==> src/rtl/narnet_seq_ctrl.sv <==
// Sequencer between a host sample stream, a NAR prediction core and a
// prediction output stream. Supports open-loop (one host sample per
// prediction) and closed-loop (seed, then feed predictions back) runs,
// with a watchdog that aborts a step when the core never answers.
//
// state | meaning
// IDLE  | waiting for enable and a settled FIFO head; pops it into x_reg
// ISSUE | presents x_reg to the core with a one-cycle strobe
// WAIT  | watchdog running, waiting for the core done pulse
// EMIT  | holds the captured prediction on the output stream until taken
// ERR   | watchdog expired: pulses core_rst, drops the rest of the run
module narnet_seq_ctrl #(
    parameter int N          = 10,
    parameter int Q          = 8,
    parameter int FIFO_DEPTH = 8,
    parameter int TIMEOUT    = 255
) (
    input  logic         clk,
    input  logic         rst,
    input  logic         enable,
    input  logic         mode,
    input  logic [7:0]   horizon,
    input  logic         s_valid,
    input  logic [N-1:0] s_data,
    output logic         s_ready,
    output logic         core_enable,
    output logic         core_rst,
    output logic [N-1:0] core_x,
    output logic         core_x_ready,
    input  logic [N-1:0] core_y,
    input  logic         core_out_ready,
    output logic         m_valid,
    output logic [N-1:0] m_data,
    output logic         m_last,
    input  logic         m_ready,
    output logic         busy,
    output logic         timeout_err
);

    localparam int AW  = $clog2(FIFO_DEPTH);
    localparam int WDW = $clog2(TIMEOUT + 1);
    localparam logic [WDW-1:0] WD_MAX   = WDW'(TIMEOUT);
    localparam logic [AW:0]    CNT_FULL = (AW + 1)'(FIFO_DEPTH);

    // Q only documents the fixed-point format; reject nonsensical parameter sets.
    if (FIFO_DEPTH < 2 || (FIFO_DEPTH & (FIFO_DEPTH - 1)) != 0 || Q > N) begin : g_param_check
        $error("narnet_seq_ctrl: FIFO_DEPTH must be a power of 2 >= 2 and Q <= N");
    end

    typedef enum logic [2:0] {IDLE, ISSUE, WAIT, EMIT, ERR} state_t;

    state_t         state, state_next;
    logic [N-1:0]   mem [FIFO_DEPTH];
    logic [AW-1:0]  wr_ptr, rd_ptr;
    logic [AW:0]    count, count_next;
    logic           head_settled;
    logic           push, pop, err_pulse;
    logic [N-1:0]   x_reg, y_reg;
    logic [7:0]     steps_left;
    logic [WDW-1:0] watchdog;
    logic           mode_run;

    assign push        = s_valid && s_ready;
    assign count_next  = count + (AW + 1)'(push) - (AW + 1)'(pop);
    assign core_enable = enable;
    assign core_rst    = rst | err_pulse;
    assign core_x      = x_reg;
    assign m_data      = y_reg;
    assign busy        = (state != IDLE);

    // FIFO storage; emptiness is tracked by the pointers, so no reset needed
    always_ff @(posedge clk) begin
        if (push) begin
            mem[wr_ptr] <= s_data;
        end
    end

    // FIFO pointers and flags; head_settled lags occupancy by one cycle so a
    // freshly written entry is never read on its write cycle
    always_ff @(posedge clk) begin
        if (rst) begin
            wr_ptr       <= '0;
            rd_ptr       <= '0;
            count        <= '0;
            s_ready      <= 1'b0;
            head_settled <= 1'b0;
        end else begin
            if (push) begin
                wr_ptr <= wr_ptr + AW'(1);
            end
            if (pop) begin
                rd_ptr <= rd_ptr + AW'(1);
            end
            count        <= count_next;
            s_ready      <= (count_next != CNT_FULL);
            head_settled <= (count != '0);
        end
    end

    // state register
    always_ff @(posedge clk) begin
        if (rst) begin
            state <= IDLE;
        end else begin
            state <= state_next;
        end
    end

    // next-state and per-state outputs; enable low holds the current state
    always_comb begin
        state_next   = state;
        pop          = 1'b0;
        core_x_ready = 1'b0;
        m_valid      = 1'b0;
        m_last       = 1'b0;
        err_pulse    = 1'b0;
        case (state)
            IDLE: begin
                if (enable && head_settled && (count != '0)) begin
                    pop        = 1'b1;
                    state_next = ISSUE;
                end
            end
            ISSUE: begin
                core_x_ready = 1'b1;
                if (enable) begin
                    state_next = WAIT;
                end
            end
            WAIT: begin
                if (enable) begin
                    if (core_out_ready) begin
                        state_next = EMIT;
                    end else if (watchdog == WD_MAX) begin
                        state_next = ERR;
                    end
                end
            end
            EMIT: begin
                m_valid = 1'b1;
                m_last  = !mode_run || (steps_left == 8'd1);
                if (enable && m_ready) begin
                    state_next = (mode_run && steps_left > 8'd1) ? ISSUE : IDLE;
                end
            end
            ERR: begin
                err_pulse = 1'b1;
                if (enable) begin
                    state_next = IDLE;
                end
            end
            default: state_next = IDLE;
        endcase
    end

    // run datapath: sample/prediction registers, step count, watchdog, error flag
    always_ff @(posedge clk) begin
        if (rst) begin
            x_reg       <= '0;
            y_reg       <= '0;
            steps_left  <= '0;
            watchdog    <= '0;
            mode_run    <= 1'b0;
            timeout_err <= 1'b0;
        end else if (enable) begin
            case (state)
                IDLE: begin
                    if (pop) begin
                        x_reg      <= mem[rd_ptr];
                        mode_run   <= mode;
                        steps_left <= mode ? ((horizon == 8'd0) ? 8'd1 : horizon) : 8'd1;
                    end
                end
                ISSUE: begin
                    watchdog <= '0;
                end
                WAIT: begin
                    if (core_out_ready) begin
                        y_reg <= core_y;
                    end else begin
                        watchdog <= watchdog + WDW'(1);
                    end
                end
                EMIT: begin
                    if (m_ready && mode_run && steps_left > 8'd1) begin
                        x_reg      <= y_reg;
                        steps_left <= steps_left - 8'd1;
                    end
                end
                ERR: begin
                    timeout_err <= 1'b1;
                    steps_left  <= '0;
                end
                default: ;
            endcase
        end
    end

endmodule

==> config.mk <==
export PLATFORM = sky130hd
export DESIGN_NAME = narnet_seq_ctrl
export DESIGN_NICKNAME = d
export VERILOG_FILES = /design/src/rtl/narnet_seq_ctrl.sv
export SDC_FILE = /design/constraint.sdc
export NUM_CORES = 1
export LEC_CHECK = 0
export ABC_AREA = 1
export ABC_CLOCK_PERIOD_IN_PS = 3400
export CAP_MARGIN = 30
export CORE_MARGIN = 1
export CORE_UTILIZATION = 45
export DETAILED_ROUTE_END_ITERATION = 6
export GPL_TIMING_DRIVEN = 0
export PLACE_DENSITY = 0.62
export SYNTH_ARGS = -nofsm -noshare
export SYNTH_HDL_FRONTEND = slang
export SYNTH_SLANG_ARGS = --single-unit
==> constraint.sdc <==
create_clock -name clk -period 3.4 [get_ports clk]
set_clock_uncertainty 0.15 [all_clocks]
set_input_delay 0.34 -clock clk [delete_from_list [all_inputs] [get_ports clk]]
set_output_delay 0.34 -clock clk [all_outputs]
set_load 0.02 [all_outputs]
# Word level (Yosys, flattened, before mapping)
# Memories as Yosys holds them, arrays and structs flattened. A register that Yosys moved wholly into a read port is not among the register bits.
# Cells that the tools add are included.
[totals]
reg_bits = 53
ram_bits = 80
input_bits = 35
output_inout_bits = 28
elab_cells = 89
memories = 1
[memory_table]
columns = ["memory", "words", "width", "rd", "rd_ports_with_merged_regs", "wr", "line", "source"]
rows = [
  ["mem", 8, 10, 1, 1, 1, "53", "logic [N-1:0] mem [FIFO_DEPTH];"],
]
[classes]
add_sub_neg = 6
n_lt_le_gt_ge = 1
eq_ne = 16
muxes = 29
n_bitwise = 1
reduce_logical = 23
[ops]
columns = ["operator", "n"]
rows = [
  ["$mux W8", 5],
  ["$mux W3", 9],
  ["$pmux W8 S3", 1],
  ["$mux W10", 2],
  ["$pmux W10 S2", 1],
  ["$ne A2 B2 Y1 const B", 8],
  ["$pmux W8 S2", 1],
  ["$pmux W3 S5", 1],
  ["$mux W1", 9],
  ["$reduce_and A3 Y1", 3],
  ["$add A8 B1 Y8 const B", 1],
  ["$eq A8 B1 Y1 const B", 1],
  ["$eq A8 B8 Y1 const B", 1],
  ["$gt A8 B1 Y1 const B", 1],
  ["$logic_not A8 Y1", 1],
  ["$reduce_and A4 Y1", 2],
  ["$sub A8 B1 Y8 const B", 1],
  ["$logic_and A1 B1 Y1", 7],
  ["$add A3 B1 Y3 const B", 2],
  ["$eq A3 B2 Y1 const B", 2],
  ["$reduce_and A6 Y1", 1],
  ["$reduce_bool A3 Y1", 2],
  ["$add A4 B1 Y4", 1],
  ["$ne A4 B4 Y1 const B", 1],
  ["11 further kinds", 12],
]

# Longest topological paths before layout
# Gate-level depths: netlist (run 1).
[logic_depth]
ltp_word = 6
depth_mapped = 14
ltp_nobuf = 14

# Worst setup path after synthesis (run 1)
# OpenSTA, ideal clock, no wires.
[synth_path]
path_type = "register -> register"
startpoint = "reg count[2]"
endpoint = "reg s_ready"
setup_ns = 0.115
arrival_time_ns = 2.161
required_ns = 3.135
path_slack_ns = 0.974
path_stages_with_launch = 15
path_buffers = 0
period_less_slack_ns = 2.426
cell_sequence = "dfxtp_1 inv_1 ha_1 nand2_1 nand4_1 nor2_1 inv_1 nand2_1 ha_1 inv_1 fa_1 xor2_1 nand3_1 o21ai_0 inv_1"
[synth_between]
elab_chain_len = 6
word_cells_on_any_way = 7
classes_between = "add/sub: 2; eq/ne: 1; mux: 2; reduce/logical: 2"
[synth_lines]
columns = ["element", "line", "source"]
rows = [
  ["start: declaration", "55", "logic [AW:0] count, count_next;"],
  ["start signal: assignment", "94", "count <= count_next;"],
  ["$reduce_bool A4 Y1", "119", "if (enable && head_settled && (count != '0)) begin"],
  ["$logic_and A1 B1 Y1", "119", ""],
  ["$mux W1", "119", ""],
  ["$mux W1", "117", "case (state)"],
  ["$sub A4 B1 Y4 (*)", "64", "assign count_next = count + (AW + 1)'(push) - (AW + 1)'(pop);"],
  ["$ne A4 B4 Y1 (*)", "95", "s_ready <= (count_next != CNT_FULL);"],
  ["end signal: assignment", "95", ""],
  ["end: declaration", "25", "output logic s_ready,"],
]
# Every way passes the cells marked *; elsewhere a longest branch is shown, timed or not.
# A chain may end at the register's enable or synchronous reset.

# Worst setup path after layout (run 1)
[layout_path]
startpoint = "reg state[0]"
endpoint = "reg s_ready"
[layout_between]
elab_chain_len = 4
[layout_lines]
columns = ["element", "line", "source"]
rows = [
  ["start: declaration", "52", "state_t state, state_next;"],
  ["start signal: assignment", "105", "state <= state_next;"],
  ["$logic_not A3 Y1", "117", ""],
  ["$mux W1", "117", ""],
  ["$sub A4 B1 Y4", "64", ""],
  ["$ne A4 B4 Y1", "95", ""],
]
# Every way passes these cells.

==> results.md, run 1 <==
- Net count after synthesis: between 700 and 800
- Arrival time of data at the critical path endpoint: about 3 ns
- Count of warnings emitted by yosys: 0
- Sink count of the clock tree: between 100 and 150
- Slowest Stage Delay on Critical Path: ~0.37 ns
- Number of buffers inserted by port buffering: 61
- Total Negative Setup Slacks: 0 ns
- Endpoint class of the critical path: register
- Number of hold violations in the final report: 0
- Min cycle time layout: ~2.9 ns
- Post-route design area: slightly below 8000 sq um
- Antenna Cells: 0
- Detailed-route vias per instance: roughly 5.2
- Average cell area after synthesis: ~8.8 sq um
- Cells on worst reg2reg path: 14
- Area fraction in and, or, nand and nor cells after synthesis: approximately 27%
- Tot GR Track Use: a little under a quarter
- Synthesized-area fraction occupied by ao, oa, aoi and oai cells: 6.274%
- TritonCTS buffer count: 17
- Leading cell types in the layout, fill and taps excluded: sky130_fd_sc_hd__nand2_1 (188), sky130_fd_sc_hd__nand3_1 (111), sky130_fd_sc_hd__edfxtp_1 (80)
- Final weighted congestion in routability-driven placement: approximately 0.86
- I/O pin count: 63
- Max Slew Vio Count: 0
- Slew @ Worst Pin: around 0.71 ns
- Average detailed-routed wire length per instance: 16.07 microns
- Power Density: 751.3 nW/um^2
- Resized cells post-CTS: 0
- Number of vias after detailed routing: approximately 5000
- Library cells used by synthesis: 37
- DRC violation count after routing: 0
- Share of synthesized area spent on multiplexers: 0%
- Library cell used as clock root buffer: sky130_fd_sc_hd__clkbuf_16
- Overall overflow remaining after global route: 0
- Remaining max-slew budget at the tightest pin: ~53%
- Reg clk slew, reported paths: around 0.06 ns
- Chip Width: 119.2 microns
- Netlist Area Pre-Place: around 6200 sq um
- H-tree depth reported by CTS: 4
- Syn Inst Count: approximately 700
- Post-synthesis xor/xnor area fraction: less than 1%
- Area enclosed by the die boundary: approximately 14000 sq um
- Detailed-placement wirelength estimate: 11030 microns
- Post-cts hold buffer count: 0
- Setup violation total in the final timing report: 0
- Detailed Route WL: ~16000 microns
- Flip-flop and latch count after synthesis: between 100 and 150
- Placed standard-cell area: a little over 7000 sq um
- Critical Setup Path Class: register to register
- Clock network latency to the later pin of the worst-skew pair: around 0.42 ns
- Cell row count: between 40 and 50
- Most common cell on crit path: sky130_fd_sc_hd__inv_1
- Clock tree from TritonCTS: built
- Main combinational cell family by area after synthesis: simple AND/OR/NAND/NOR gates
- Max-cap violation count: 0
- Maximum number of pins on one net before global-route repair: 17
- VDD IR-drop max: between 0.0003 and 0.0004 V
- Layout overhead on the synthesized area: 24.73%
- Number of setup buffers added after CTS: 0
- Wire length of the first global-routing pass: 25030 microns
- Effective utilization at floorplan: ~46%
- Type of the tightest min-delay check: primary input to register
- Layout cell share with drive strength beyond 1: 9.701%
- First-pass detailed-route iteration total: 5
- Final period utilization: between 80% and 90%
- Floorplan die height: roughly 120 microns
- Post-layout net count: around 840
- Most common cell after layout, fill and taps aside: sky130_fd_sc_hd__nand2_1
- Antenna-violating nets left: 0
- Via count of the first global-routing pass: 4879
- Largest fanout of any net on the critical path: 9
- Core Area: between 10000 and 15000 sq um
- Worst path cell trace: inv_1, nand2_2, nor2_4, nand4_1, nor2_1, inv_1, nand2_1, ha_1, inv_1, fa_1, xor2_1, nand3_1, o21ai_0, inv_1
- Longest Clk Path Bufs: 2
- Cell with the largest stage delay on the worst path: sky130_fd_sc_hd__fa_1
- Required time of the critical path: between 3 and 4 ns
- Number of antenna violations at the first check in global routing: 0
- Post-synthesis share of cell area spent on full adders, half adders and majority gates: ~2.1%
- Max Freq: ~350 MHz
- Hold Path Cell Cnt: 4
- DRC marker count from the first detailed-route iteration: about 450
- RSZ-0062 raised after global routing: false
- Worst Setup Start Kind: register
- Run status: finished clean
- Part of the Yosys area used for sequential elements: between 50% and 60%
- Static leakage: ~3.1 nW
[flip-flops by register name, indices dropped and copies added, names as in the netlist, named ones only]
signal	cells
rd_ptr	3
mode_run	1
m_data	10
state	3
core_x	10
s_ready	1
steps_left	8
head_settled	1
mem	80
watchdog	8
count	4
wr_ptr	3
timeout_err	1
[critical path, delay by kind of cell, from the launching register on]
kind | cells | cell delay [ns]
XOR/XNOR | 1 | 0.20
AND/OR/NAND/NOR | 6 | 1.05
AO/OA/AOI/OAI | 1 | 0.16
flip-flops | 1 | 0.34
adder cells (fa/ha/maj) | 2 | 0.52
buffers and inverters | 4 | 0.34
[synthesized netlist by cell type]
cell	count	share of area, %
sky130_fd_sc_hd__nand2_1	188	11
sky130_fd_sc_hd__nand3_1	111	9.0
sky130_fd_sc_hd__edfxtp_1	80	39
sky130_fd_sc_hd__inv_1	65	3.9
sky130_fd_sc_hd__dfxtp_1	56	18
sky130_fd_sc_hd__nor2_1	55	3.3
sky130_fd_sc_hd__a21oi_1	41	3.3
sky130_fd_sc_hd__o21ai_0	23	1.9
sky130_fd_sc_hd__buf_2	13	1.1
sky130_fd_sc_hd__ha_1	9	1.8
sky130_fd_sc_hd__nand4_1	9	0.91
sky130_fd_sc_hd__clkbuf_1	8	0.49
sky130_fd_sc_hd__buf_6	5	0.91
sky130_fd_sc_hd__nor2_2	4	0.40
sky130_fd_sc_hd__inv_2	3	0.18
sky130_fd_sc_hd__nand3_2	3	0.49
sky130_fd_sc_hd__nor3_1	3	0.24
sky130_fd_sc_hd__buf_1	2	0.12
sky130_fd_sc_hd__buf_4	2	0.24
sky130_fd_sc_hd__clkinv_1	2	0.12
sky130_fd_sc_hd__nand2_4	2	0.36
sky130_fd_sc_hd__nor2_4	2	0.36
sky130_fd_sc_hd__o22ai_1	2	0.20
sky130_fd_sc_hd__xnor2_1	2	0.28
sky130_fd_sc_hd__a211oi_1	1	0.12
sky130_fd_sc_hd__a21oi_2	1	0.14
sky130_fd_sc_hd__a31o_2	1	0.14
sky130_fd_sc_hd__a31oi_1	1	0.10
sky130_fd_sc_hd__clkbuf_2	1	0.081
sky130_fd_sc_hd__fa_1	1	0.32
sky130_fd_sc_hd__nand2_2	1	0.10
sky130_fd_sc_hd__nand3_4	1	0.28
sky130_fd_sc_hd__nand3b_1	1	0.12
sky130_fd_sc_hd__o21a_1	1	0.12
sky130_fd_sc_hd__o21ai_2	1	0.14
sky130_fd_sc_hd__o21bai_1	1	0.12
sky130_fd_sc_hd__xor2_1	1	0.14
[layer usage]
layer | track usage [%] | wire, microns | vias up
li1 | - | - | 2520
met1 | 31.63 | 7095 | 2375
met2 | 36.95 | 7205 | 181
met3 | 6.130 | 1179 | 25
met4 | 8.782 | 264 | 0
met5 | 0 | 0 | -
[cell type report]
| type | count | area (sq um) |
|---|---|---|
| plain buffers | 31 | 178.9 |
| clock buffers | 18 | 439.2 |
| clock inverters | 14 | 180.2 |
| fillers | 1179 | 5584 |
| inverters | 70 | 262.8 |
| multi-input cells | 466 | 2217 |
| flip-flops and latches | 136 | 3523 |
| well taps | 176 | 220.2 |
| repair buffers | 69 | 689.4 |
[stage by stage]
step	instances	utilization, %	hold WS (ns)	worst slack (ns)	total power (W)
global placement	940	52.75	0.3004	0.5967	0.003851
finish	980	58.00	0.2537	0.5342	0.005793
floorplan	703	-	0.2591	0.9738	0.003327
global route	980	58.00	0.2998	0.2206	0.006115
detailed placement	948	53.34	0.3027	0.5230	0.003898
CTS	980	58.00	0.2490	0.5192	0.005809
[cell families (layout without fill, tap and decap cells)]
kind of cell,count (synthesis),count (layout)
adder cells (fa/ha/maj),10,10
XOR/XNOR,3,3
AO/OA/AOI/OAI,73,73
flip-flops,136,136
buffers and inverters,101,202
AND/OR/NAND/NOR,380,380
[power by group]
group          leakage [nW]  internal [W]  switching, W  total, W
clock                 0.301       0.00124      0.000682   0.00192
sequential             1.18       0.00194      0.000117   0.00205
combinational          1.59      0.000685       0.00114   0.00182
[path summary, 6_finish.rpt]
check | endpoint | start | slack (ns)
worst max-delay path | s_ready | state[0] | 0.53
worst max register to register | s_ready | state[0] | 0.53
worst min register to register | timeout_err | timeout_err | 0.31
worst min-delay path | watchdog[2] | enable | 0.25
No activity file was read; power rests on OpenSTA's default activity.
==> run 2: changes to the inputs <==
Settings changed: ABC_CLOCK_PERIOD_IN_PS 3400 to 3000.
Clock period 3.4 ns to 3 ns, I/O delays scaled along.
==> run 2 against run 1 <==
Sequential power up 14%. Flip-flop and latch count unchanged. Worst setup slack worse by 0.15 ns. Worst hold slack worse by 0.043 ns. First-iteration DRC count up 0.45%. Register-to-register slack worse by 0.11 ns. Wire length about the same. Die area unchanged. Clock power up 13%. Cell count up 0.20%. Critical path type is now primary input to output port. Highest routed layer unchanged.
==> results.md, run 2 (synthesis results as in run 1) <==
- Non-filler instance count after layout: about 980
- Worst R2R Setup Slack: 0.42 ns
- Library cell used as clock root buffer: sky130_fd_sc_hd__clkbuf_16
- Cell row count: 42
- Setup violation total in the final timing report: 0
- Highest metal layer with signal wires: met4
- Critical Setup Path Class: primary input to output port
- Total Negative Setup Slacks: 0 ns
- Detailed-route vias per instance: roughly 5.2
- Final WS setup: ~0.39 ns
- Average detailed-routed wire length per instance: around 16 microns
- I/O pin count: 63
- Tot GR Track Use: around a quarter
- Max Slew Vio Count: 0
- Sink count of the clock tree: approximately 140
- Largest fanout of any net on the critical path: 10
- Final weighted congestion in routability-driven placement: 0.8592
- Overall overflow remaining after global route: 0
- Max-cap violation count: 0
- Effective utilization at floorplan: around 46%
- Maximum number of pins on one net before global-route repair: 17
- Chip Width: 119.2 microns
- Area enclosed by the die boundary: around 14000 sq um
- Number of vias after detailed routing: 5134
- Most common cell on crit path: sky130_fd_sc_hd__clkdlybuf4s50_1
- Final period utilization: around 87%
- Clock network latency to the later pin of the worst-skew pair: roughly 0.42 ns
- DR WL met3: 1153 microns
- Flip-flop count of the largest register after layout: 80
- Endpoint class of the critical path: output port
- Min cycle time layout: 2.614 ns
- Antenna Cells: 0
- Slowest Stage Delay on Critical Path: about 0.55 ns
- Cell with the largest stage delay on the worst path: sky130_fd_sc_hd__clkdlybuf4s50_1
- Number of buffers inserted by port buffering: 61
- RSZ-0062 raised after global routing: false
- Type of the tightest min-delay check: primary input to register
- Remaining max-slew budget at the tightest pin: a little over half
- Longest Clk Path Bufs: 2
- Required time of the critical path: roughly 2.6 ns
- Static leakage: between 3 and 4 nW
- Met1 wire length: roughly 7100 microns
- Wire length of the first global-routing pass: 25030 microns
- Clock tree from TritonCTS: built
- Number of antenna violations at the first check in global routing: 0
- Post-Place Setup Slack: 0.1230 ns
- First-pass detailed-route iteration total: 5
- Number of placed cells counting well taps: between 900 and 1000
- Worst Setup Start Kind: primary input
- Detailed Route WL: about 16000 microns
- DRC marker count from the first detailed-route iteration: between 400 and 500
- Combined buffer and inverter count along the critical path: 5
- H-tree depth reported by CTS: 4
- Detailed-placement wirelength estimate: 11030 microns
- Layout cell share with drive strength beyond 1: slightly below 10%
- Layout overhead on the synthesized area: 24.97%
- Largest delay share family, worst path: buffers and inverters
- Worst path cell trace: clkdlybuf4s50_1, inv_1, clkbuf_1, buf_2, nand2_1, clkdlybuf4s50_1
- Leading cell types in the layout, fill and taps excluded: sky130_fd_sc_hd__nand2_1 (188), sky130_fd_sc_hd__nand3_1 (111), sky130_fd_sc_hd__edfxtp_1 (80)
- Met2 Routed Length: around 7200 microns
- TritonCTS buffer count: 17
- Most common cell after layout, fill and taps aside: sky130_fd_sc_hd__nand2_1
- Power Density: between 800 and 900 nW/um^2
- DRC violation count after routing: 0
- Resized cells post-CTS: 0
- Reg clk slew, reported paths: approximately 0.06 ns
- Slew @ Worst Pin: slightly above 0.7 ns
- Run status: finished clean
- Core Area: roughly 13000 sq um
- Post-route design area: between 7000 and 8000 sq um
- Via count of the first global-routing pass: ~4900
- Floorplan die height: 119.2 microns
- VDD IR-drop max: 0.0004120 V
- Placed standard-cell area: between 7000 and 8000 sq um
- Arrival time of data at the critical path endpoint: roughly 2.2 ns
- Top reg by flops: mem
- Max Freq: 382.6 MHz
- Post-cts hold buffer count: 0
- Number of hold violations in the final report: 0
- Post-layout net count: 838
- Filler cell count in the final layout: between 1000 and 1500
- Antenna-violating nets left: 0
[run 2: cell count changes in the layout (fill, tap and decap cells not counted), sizes merged]
cell	change
buf	+2
[run 2: timing repair]
item / in CTS / in global routing
endpoints found under the setup margin: 0 / 1
endpoints found under the hold margin: 0 / 0
setup buffers: 0 / 2
[run 2: routing by layer]
layer	global-route usage, %	vias to the layer above
li1	-	2529
met1	31.63	2395
met2	36.95	180
met3	6.130	30
met4	8.782	0
met5	0	-
[run 2: path summary, 6_finish.rpt]
kind               start     endpoint  cells past startpoint
max                  rst     core_rst                      6
min               enable  watchdog[2]                      4
max reg2reg     state[0]      s_ready                     14
min reg2reg  timeout_err  timeout_err                      1
[run 2: cell type report]
type | instances | area, sq um | share of cell area (%)
Buffer | 31 | 178.9 | 2.316
Clock buffer | 18 | 439.2 | 5.684
Clock inverter | 14 | 180.2 | 2.332
Inverter | 70 | 262.8 | 3.401
Multi-Input combinational cell | 466 | 2217 | 28.70
Sequential cell | 136 | 3523 | 45.60
Tap cell | 176 | 220.2 | 2.850
Timing Repair Buffer | 71 | 704.4 | 9.117
[run 2: power by group]
part / internal (W) / total (W) / leakage (nW) / switching, W
Sequential: 0.00220 / 0.00233 / 1.18 / 0.000132
Combinational: 0.000781 / 0.00208 / 1.60 / 0.00129
Clock: 0.00140 / 0.00217 / 0.301 / 0.000770
Total: 0.00438 / 0.00657 / 3.08 / 0.00220
[run 2: worst reg2reg max path: stages (launching register included)]
cell and delay [ns]:
sky130_fd_sc_hd__dfxtp_1 0.34, sky130_fd_sc_hd__inv_1 0.13, sky130_fd_sc_hd__nand2_2 0.09, sky130_fd_sc_hd__nor2_4 0.13, sky130_fd_sc_hd__nand4_1 0.17, sky130_fd_sc_hd__nor2_1 0.23, sky130_fd_sc_hd__inv_1 0.09, sky130_fd_sc_hd__nand2_1 0.07
sky130_fd_sc_hd__ha_1 0.15, sky130_fd_sc_hd__inv_1 0.05, sky130_fd_sc_hd__fa_1 0.37, sky130_fd_sc_hd__xor2_1 0.20, sky130_fd_sc_hd__nand3_1 0.09, sky130_fd_sc_hd__o21ai_0 0.16, sky130_fd_sc_hd__inv_1 0.06
[run 2: stage by stage]
step / utilization [%] / power [W] / hold WS [ns]
floorplan: - / 0.003771 / 0.2191
global placement: 52.75 / 0.004364 / 0.3004
detailed placement: 53.34 / 0.004418 / 0.3027
CTS: 58.00 / 0.006583 / 0.2090
global route: 58.11 / 0.006936 / 0.2598
finish: 58.11 / 0.006574 / 0.2110
